[config.mk]
export PLATFORM = sky130hd
export DESIGN_NAME = comp_cond_stage
export DESIGN_NICKNAME = d
export VERILOG_FILES = /design/src/rtl/comp_pkg.sv /design/src/rtl/comp_cond_eval.sv /design/src/rtl/comp_cond_stage.sv
export SDC_FILE = /design/constraint.sdc
export NUM_CORES = 1
export LEC_CHECK = 0
export CAP_MARGIN = 10
export CORE_UTILIZATION = 49
export CTS_CLUSTER_SIZE = 12
export DETAILED_ROUTE_END_ITERATION = 7
export PLACE_DENSITY = 0.83
export RECOVER_POWER = 100
export SLEW_MARGIN = 5
export SYNTH_ARGS = -nofsm -noshare
export SYNTH_HDL_FRONTEND = slang
export SYNTH_SLANG_ARGS = --single-unit
[constraint.sdc]
create_clock -name clk -period 2.2 [get_ports clk]
set_clock_uncertainty 0.05 [all_clocks]
set_input_delay 0.22 -clock clk [delete_from_list [all_inputs] [get_ports clk]]
set_output_delay 0.22 -clock clk [all_outputs]
set_load 0.01 [all_outputs]
[src/rtl/comp_pkg.sv]
`default_nettype none
// ============================================================================
//  Module      : comp_pkg
//  Description : Shared types and constants for the comparator condition
//                stage: condition codes, skid-buffer states, flag indices.
//  Revision    : 1.0 - initial release
// ============================================================================
package comp_pkg;

  // Condition codes carried with each comparator result
  typedef enum logic [2:0] {
    COND_EQ     = 3'b000,
    COND_NE     = 3'b001,
    COND_LT     = 3'b010,
    COND_GE     = 3'b011,
    COND_GT     = 3'b100,
    COND_LE     = 3'b101,
    COND_ALWAYS = 3'b110,
    COND_NEVER  = 3'b111
  } cond_e;

  // Occupancy of the head + skid register pair
  typedef enum logic [1:0] {
    ST_EMPTY = 2'd0,
    ST_ONE   = 2'd1,
    ST_FULL  = 2'd2
  } state_e;

  // Bit positions inside the {GT,LT,ET} flag triple
  localparam int FLAG_GT = 2;
  localparam int FLAG_LT = 1;
  localparam int FLAG_ET = 0;

endpackage
`default_nettype wire

[src/rtl/comp_cond_eval.sv]
`default_nettype none
// ============================================================================
//  Module      : comp_cond_eval
//  Description : Combinational condition evaluator. Maps a {GT,LT,ET} flag
//                triple and a condition code to a taken bit; a flag triple
//                that is not one-hot never yields taken.
//  Revision    : 1.0 - initial release
// ============================================================================
module comp_cond_eval
  import comp_pkg::*;
(
  input  logic [2:0] flags,
  input  logic [2:0] cond,
  output logic       taken,
  output logic       onehot_ok
);

  logic w_raw;

  // Validate the flag triple and evaluate the condition against it
  always_comb begin
    onehot_ok = 1'b0;
    w_raw     = 1'b0;
    case (flags)
      3'b100, 3'b010, 3'b001: onehot_ok = 1'b1;
      default:                onehot_ok = 1'b0;
    endcase
    case (cond_e'(cond))
      COND_EQ:     w_raw = flags[FLAG_ET];
      COND_NE:     w_raw = ~flags[FLAG_ET];
      COND_LT:     w_raw = flags[FLAG_LT];
      COND_GE:     w_raw = flags[FLAG_GT] | flags[FLAG_ET];
      COND_GT:     w_raw = flags[FLAG_GT];
      COND_LE:     w_raw = flags[FLAG_LT] | flags[FLAG_ET];
      COND_ALWAYS: w_raw = 1'b1;
      COND_NEVER:  w_raw = 1'b0;
      default:     w_raw = 1'b0;
    endcase
    taken = w_raw & onehot_ok;
  end

endmodule
`default_nettype wire

[src/rtl/comp_cond_stage.sv]
`default_nettype none
// ============================================================================
//  Module      : comp_cond_stage
//  Description : Registered condition stage behind the comparator. Evaluates
//                the condition at capture, buffers results in a 2-entry
//                head/skid pair, tracks a sticky flag-integrity error and a
//                saturating count of delivered taken results.
//  Revision    : 1.0 - initial release
// ============================================================================
module comp_cond_stage
  import comp_pkg::*;
#(
  parameter int TAG_W = 4,
  parameter int CNT_W = 16
) (
  input  logic             clk,
  input  logic             rst_n,
  input  logic             in_valid,
  output logic             in_ready,
  input  logic             in_gt,
  input  logic             in_lt,
  input  logic             in_et,
  input  logic [2:0]       in_cond,
  input  logic [TAG_W-1:0] in_tag,
  output logic             out_valid,
  input  logic             out_ready,
  output logic             out_taken,
  output logic [2:0]       out_flags,
  output logic [TAG_W-1:0] out_tag,
  output logic             err_onehot,
  input  logic             err_clr,
  output logic [CNT_W-1:0] taken_cnt
);

  localparam logic [CNT_W-1:0] c_cnt_max = {CNT_W{1'b1}};

  state_e           r_state;
  state_e           w_state_nxt;
  logic             r_in_ready;
  logic             r_out_valid;
  logic             r_head_taken;
  logic [2:0]       r_head_flags;
  logic [TAG_W-1:0] r_head_tag;
  logic             r_skid_taken;
  logic [2:0]       r_skid_flags;
  logic [TAG_W-1:0] r_skid_tag;
  logic             r_err;
  logic [CNT_W-1:0] r_cnt;

  logic [2:0]       w_in_flags;
  logic             w_in_taken;
  logic             w_onehot_ok;
  logic             w_in_xfer;
  logic             w_out_xfer;
  logic             w_load_head;
  logic             w_load_skid;
  logic             w_move_skid;

  assign w_in_flags[FLAG_GT] = in_gt;
  assign w_in_flags[FLAG_LT] = in_lt;
  assign w_in_flags[FLAG_ET] = in_et;

  assign w_in_xfer  = in_valid & r_in_ready;
  assign w_out_xfer = r_out_valid & out_ready;

  comp_cond_eval u_eval (
    .flags     (w_in_flags),
    .cond      (in_cond),
    .taken     (w_in_taken),
    .onehot_ok (w_onehot_ok)
  );

  // Next occupancy and which register loads this cycle
  always_comb begin
    w_state_nxt = r_state;
    w_load_head = 1'b0;
    w_load_skid = 1'b0;
    w_move_skid = 1'b0;
    case (r_state)
      ST_EMPTY: begin
        if (w_in_xfer) begin
          w_load_head = 1'b1;
          w_state_nxt = ST_ONE;
        end
      end
      ST_ONE: begin
        if (w_in_xfer && w_out_xfer) begin
          w_load_head = 1'b1;
        end else if (w_in_xfer) begin
          w_load_skid = 1'b1;
          w_state_nxt = ST_FULL;
        end else if (w_out_xfer) begin
          w_state_nxt = ST_EMPTY;
        end
      end
      ST_FULL: begin
        if (w_out_xfer) begin
          w_move_skid = 1'b1;
          w_state_nxt = ST_ONE;
        end
      end
      default: w_state_nxt = ST_EMPTY;
    endcase
  end

  // State register with registered handshake outputs derived from next state
  always_ff @(posedge clk or negedge rst_n) begin
    if (!rst_n) begin
      r_state     <= ST_EMPTY;
      r_in_ready  <= 1'b1;
      r_out_valid <= 1'b0;
    end else begin
      r_state     <= w_state_nxt;
      r_in_ready  <= (w_state_nxt != ST_FULL);
      r_out_valid <= (w_state_nxt != ST_EMPTY);
    end
  end

  // Head and skid data registers; head only changes on load or drain-refill
  always_ff @(posedge clk or negedge rst_n) begin
    if (!rst_n) begin
      r_head_taken <= 1'b0;
      r_head_flags <= 3'b000;
      r_head_tag   <= '0;
      r_skid_taken <= 1'b0;
      r_skid_flags <= 3'b000;
      r_skid_tag   <= '0;
    end else begin
      if (w_load_head) begin
        r_head_taken <= w_in_taken;
        r_head_flags <= w_in_flags;
        r_head_tag   <= in_tag;
      end else if (w_move_skid) begin
        r_head_taken <= r_skid_taken;
        r_head_flags <= r_skid_flags;
        r_head_tag   <= r_skid_tag;
      end
      if (w_load_skid) begin
        r_skid_taken <= w_in_taken;
        r_skid_flags <= w_in_flags;
        r_skid_tag   <= in_tag;
      end
    end
  end

  // Sticky integrity error; a new bad accept beats a simultaneous clear
  always_ff @(posedge clk or negedge rst_n) begin
    if (!rst_n) begin
      r_err <= 1'b0;
    end else if (w_in_xfer && !w_onehot_ok) begin
      r_err <= 1'b1;
    end else if (err_clr) begin
      r_err <= 1'b0;
    end
  end

  // Saturating count of taken results handed downstream
  always_ff @(posedge clk or negedge rst_n) begin
    if (!rst_n) begin
      r_cnt <= '0;
    end else if (w_out_xfer && r_head_taken && (r_cnt != c_cnt_max)) begin
      r_cnt <= r_cnt + 1'b1;
    end
  end

  assign in_ready   = r_in_ready;
  assign out_valid  = r_out_valid;
  assign out_taken  = r_head_taken;
  assign out_flags  = r_head_flags;
  assign out_tag    = r_head_tag;
  assign err_onehot = r_err;
  assign taken_cnt  = r_cnt;

endmodule
`default_nettype wire

# After elaboration in Yosys (flattened, before gate mapping)
# Index checks and enable logic that the tools add are counted.
[classes] add_sub_neg=1 n_eq_ne=14 mux=23 bitwise=6 n_reduce_logical=11
[op_table] cell="adder 16 x 1 -> 16 bit, second input constant" n=1
[op_table] cell="inequality test 16 bit, second input constant" n=1
[op_table] cell="equality test 3 bit, second input constant" n=5
[op_table] cell="2-to-1 mux 1 bit" n=11
[op_table] cell="2-to-1 mux 2 bit" n=5
[op_table] cell="equality test 3 x 2 -> 1 bit, second input constant" n=3
[op_table] cell="2-to-1 mux 4 bit" n=2
[op_table] cell="case mux 1 bit (8 select lines)" n=1
[op_table] cell="equality test 3 x 1 -> 1 bit, second input constant" n=2
[op_table] cell="2-to-1 mux 3 bit" n=2
[op_table] cell="case mux 2 bit (3 select lines)" n=1
[op_table] cell="nonzero test 2 bit" n=3
[op_table] cell="logical AND 1 bit" n=4
[op_table] cell="bitwise AND 1 bit" n=3
[op_table] cell="logical NOT 3 bit" n=1
[op_table] cell="OR reduction 3 bit" n=1
[op_table] cell="equality test 2 x 1 -> 1 bit, second input constant" n=1
[op_table] cell="equality test 2 bit, second input constant" n=1
[op_table] cell="logical NOT 2 bit" n=1
[op_table] cell="inequality test 2 bit, second input constant" n=1
[op_table] cell="OR 1 bit" n=2
[op_table] cell="case mux 1 bit (2 select lines)" n=1
[op_table] cell="logical NOT 1 bit" n=1
[op_table] cell="NOT 1 bit" n=1
[totals] ff_bits=37 out_inout_bits=27 word_cells=66

# Logic depth before layout (Yosys ltp)
[logic_depth] word_depth=6 mapped_depth=5 mapped_depth_nobuf=5

# Cells and area by module
# From an unflattened synthesis, not the netlist that was laid out.
[hier_totals] cells_unflattened=150 hier_area_um2=1736.7
[by_module_without_submodules] mod="comp_cond_stage" instances=1 cells_each=138 area_each_um2=1652.8 seq_area_each_um2=927.1
[by_module_without_submodules] mod="comp_cond_eval" instances=1 cells_each=12 area_each_um2=83.8 seq_area_each_um2=0.0

# Least setup slack after synthesis
# OpenSTA, ideal clock, no wires.
[synth_path] path_type="register to register" start="reg r_in_ready (netlist: in_ready)" end="reg r_head_taken (netlist: out_taken)" arrival_time_ns=1.461 required_time_ns=2.024 path_slack_ns=0.563 stages_incl_launch_ff=5 n_path_buf=0 path_cell_list="dfstp_2 > and3b_1 > a21boi_4 > nor2_2 > a221o_1"
[synth_via] elab_chain_cells=5 elab_cells_between_ends=7 classes_between="mux (4); bitwise (1); reduce/logical (2)"
[synth_lines] element="start: declaration" line_no="comp_cond_stage.sv:39" rtl="logic r_in_ready;"
[synth_lines] element="start signal: assignment" line_no="comp_cond_stage.sv:114" rtl="r_in_ready <= (w_state_nxt != ST_FULL);"
[synth_lines] element="bitwise AND 1 bit (*)" line_no="comp_cond_stage.sv:63" rtl="assign w_in_xfer = in_valid & r_in_ready;"
[synth_lines] element="logical AND 1 bit" line_no="comp_cond_stage.sv:87" rtl="if (w_in_xfer && w_out_xfer) begin"
[synth_lines] element="2-to-1 mux 1 bit" line_no="comp_cond_stage.sv:87"
[synth_lines] element="case mux 1 bit (2 select lines) (*)" line_no="comp_cond_stage.sv:79" rtl="case (r_state)"
[synth_lines] element="2-to-1 mux 1 bit / nonzero test 2 bit (equally long branches)"
[synth_lines] element="end signal: assignment" line_no="comp_cond_stage.sv:130" rtl="r_head_taken <= w_in_taken;"
[synth_lines] element="end signal: assignment" line_no="comp_cond_stage.sv:134" rtl="r_head_taken <= r_skid_taken;"
[synth_lines] element="end: declaration" line_no="comp_cond_stage.sv:41" rtl="logic r_head_taken;"
# Every way passes the cells marked *; elsewhere a longest branch is shown, timed or not.
# A chain may end at the register's enable or synchronous reset.

# Worst setup path in the final report
# Same ends and word-level chain as after synthesis.

==> impl_results.md <==
* Status: finished clean
* Clock Tree Root: clkbuf_4
* Resize count post-CTS at 0
* Detailed Routing Iterations Pass 1 at 4
* Max clock buf depth at 2
* Fin area at 0.00226 mm2
* Worst endpoint required time at 2380 ps
* RR Startpoint: in_ready
* Fin crit period at 1840 ps
* Synthesized area per cell at 11.6 um2
* Routed length per instance at 15.3 um
* YS warnings at 0
* Clock power share at 16.3%
* Syn Nets at 167
* Reg2Reg Depth at 4
* Starting Density at 51.8%
* Final Cycle Share at 83.5%
* Hold Path Sink: err_onehot
* HPWL Detailed at 2.82 mm
* Pwr Density at 965 mW/mm2
* Sequential share of the synthesized area at a little over half
* Fill cells at 257
* Reg2reg setup slack at ~360 ps
* RSZ-0062 raised after global routing: no
* Worst VDD drop at 0.595 mV
* DR vias at 1416
* Clock Pin Slew Worst Setup and Hold Paths at 100 ps
* Largest net degree at the start of global routing at 38
* Hold_sp: err_clr
* Yosys top cell area share at approximately half
* Clk sinks at 37
* Via density per instance at 5.80
* Post-synthesis register bit count at 37
* Core Rows at 21
* Seq pwr share at 48.1%
* Die height at 61.9 um
* First DRT Iteration DRCs at 77
* Async S/R FF share, synth at between 90% and 100%
* Inst Count DP at between 200 and 250
* Detail Route Antenna Nets at 0
* TritonCTS clock tree: done
* CP Cell Sequence: and3b_1 > a21boi_4 > nor2_1 > a221o_1
* Ys flop type: dfrtp_1
* CP max stage delay at 540 ps
* Antenna violations before repair at 0
* CTS buffer count at 5
* N_diodes at 0
* CP Capture Type: flop
* Worst path bufs/invs at 0
* Setup violators final at 0
* Vias in the first global route at between 1000 and 1500
* Area leader, netlist: dfrtp_1
* Area contributors post-synth: dfrtp_1 51%, mux2_2 5.8%, xor2_1 4.5%, a22o_1 3.5%, xnor2_1 3.5%
* Slew Viols, Final at 0
* Pint at 1.47 mW
* Number of enable flip-flop cells after synthesis at 0
* Leading cell type in the layout, fill and taps excluded: dfrtp_1
* Core Box Area at 0.00339 mm2
* Ports at 42
* Type of the tightest min-delay check: input pin to flop
* Drt drc at 0
* Most frequent cells in the layout: 36 x dfrtp_1, 29 x dlygate4sd3_1, 12 x clkdlybuf4s50_1
* Tot GR Track Use at a little over a fifth
* Crit path arrival time at 2020 ps
* Final #Nets at 214
* Max Clk Rate at 544 MHz
* Worst slack at placement at 236 ps
* Worst path top cell family by delay: compound AO/OA/AOI/OAI gates
* Critical Path Source Type: flop
* P_leak at 1.07 nW
* Die width at roughly 60 um
* DIE AREA at 0.00383 mm2
* Hold Vio Cnt, Final at 0
* Area Growth Syn to Fin at 28.8%
* Synthesized instance count at 151
* Switching share of power at 32.6%
* First-pass GRT wire length at 5.77 mm
* Synthesized area at 0.00176 mm2
* H-tree depth at 2
* Multi-input logic area at 787 um2
* Worst Max-Slew Pin Slew at 882 ps
* Comb power frac at between 30% and 40%
* # port buffers at 41
* Layout cells sized above 1 at under 10%
* Total gr overflow at 0
* Routability Congestion at approximately 0.86
* Overall power at 2.18 mW
* P_sw at 0.711 mW
* Overall routed net length at 3.74 mm
* Placed Instance Area at ~0.0022 mm2
* FF/Latch Area at 927 um2
* Setup TNS at 0 ps
* Postcts setup bufs at 0
* Layout Cells excl Fill at 244
* Min-Delay Path Depth at 2
* Setup ws final at 363 ps
* Max-cap violations at 0
* Critical path class: flop to flop
* # hold bufs at CTS at 0
* Synth cell types at 42
* Worst-skew pair later-pin latency at between 300 and 400 ps
* Slowest-stage cell, CP: dfstp_1
* RR Endpoint: out_taken
* Crit-path max FO at 9
* Relative slew slack at between 40% and 50%
==> cells in the mapped netlist (2+ instances only) <==
master / instances
a211oi_1: 3
a21o_1: 8
a21oi_1: 3
a22o_1: 7
and3_1: 3
clkbuf_1: 2
dfrtp_1: 36
inv_1: 3
mux2_2: 9
nand2_1: 10
nand3_1: 9
nand4_1: 3
nand4b_1: 2
nor2_1: 6
nor2b_1: 2
nor4_1: 4
o22ai_1: 2
xnor2_1: 7
xor2_1: 9
==> cell families (layout without fill, tap and decap cells) <==
logic type | Yosys count | in the layout | share of synthesized area, %
flops | 37 | 37 | 52.8
mux | 10 | 10 | 6.63
buf+inv | 6 | 53 | 1.35
compound gates | 32 | 32 | 14.4
simple gates | 49 | 49 | 16.1
xor+xnor | 16 | 16 | 7.98
fa+ha+maj | 1 | 1 | 0.713
==> cell type report <==
cell class	count	area share, %
inverters	3	0.498
flip-flops and latches	37	41.0
multi-input cells	108	34.8
clock buffers	7	2.43
well taps	46	2.55
repair buffers	43	18.7
==> flip-flops by register name (all words and copies together), names as in the netlist <==
name / cells
err_onehot: 1
in_ready: 1
out_flags: 3
out_tag: 4
out_taken: 1
out_valid: 1
r_skid_flags: 3
r_skid_tag: 4
r_skid_taken: 1
r_state: 2
taken_cnt: 16
==> routing by layer <==
metal | share of wire, % | vias up | global-route usage [%]
met2 | 51 | 54 | 37.8
met4 | 3.0 | 0 | 11.7
li1 | - | 656 | -
met5 | 0 | - | 0
met3 | 4.4 | 13 | 5.80
met1 | 42 | 693 | 23.0
==> through the flow <==
stage | util [%] | hold slack [ps]
after floorplan | - | -126
after global placement | 65.7 | 421
after detailed placement | 65.7 | 419
after CTS | 67.3 | 255
after global routing | 66.7 | 402
final | 66.7 | 410
==> how the worst max path moves through the flow <==
stage / from / end / cells after the start
floorplan: in_ready / out_taken / 4
global placement: out_ready / taken_cnt[15] / 5
detailed placement: in_valid / out_taken / 5
CTS: in_ready / out_taken / 4
global route: in_ready / out_taken / 4
finish: in_ready / out_taken / 4
==> power by group through the flow <==
stage / Clock [mW] / Combinational [mW] / Sequential [mW]
2_1_floorplan: 0 / 0.420 / 1.09
3_3_place_gp: 0 / 0.796 / 1.05
3_5_place_dp: 0 / 0.836 / 1.07
4_1_cts: 0.364 / 0.840 / 1.06
5_1_grt: 0.403 / 0.847 / 1.07
6_report: 0.356 / 0.778 / 1.05
No activity file was read; power rests on OpenSTA's default activity.
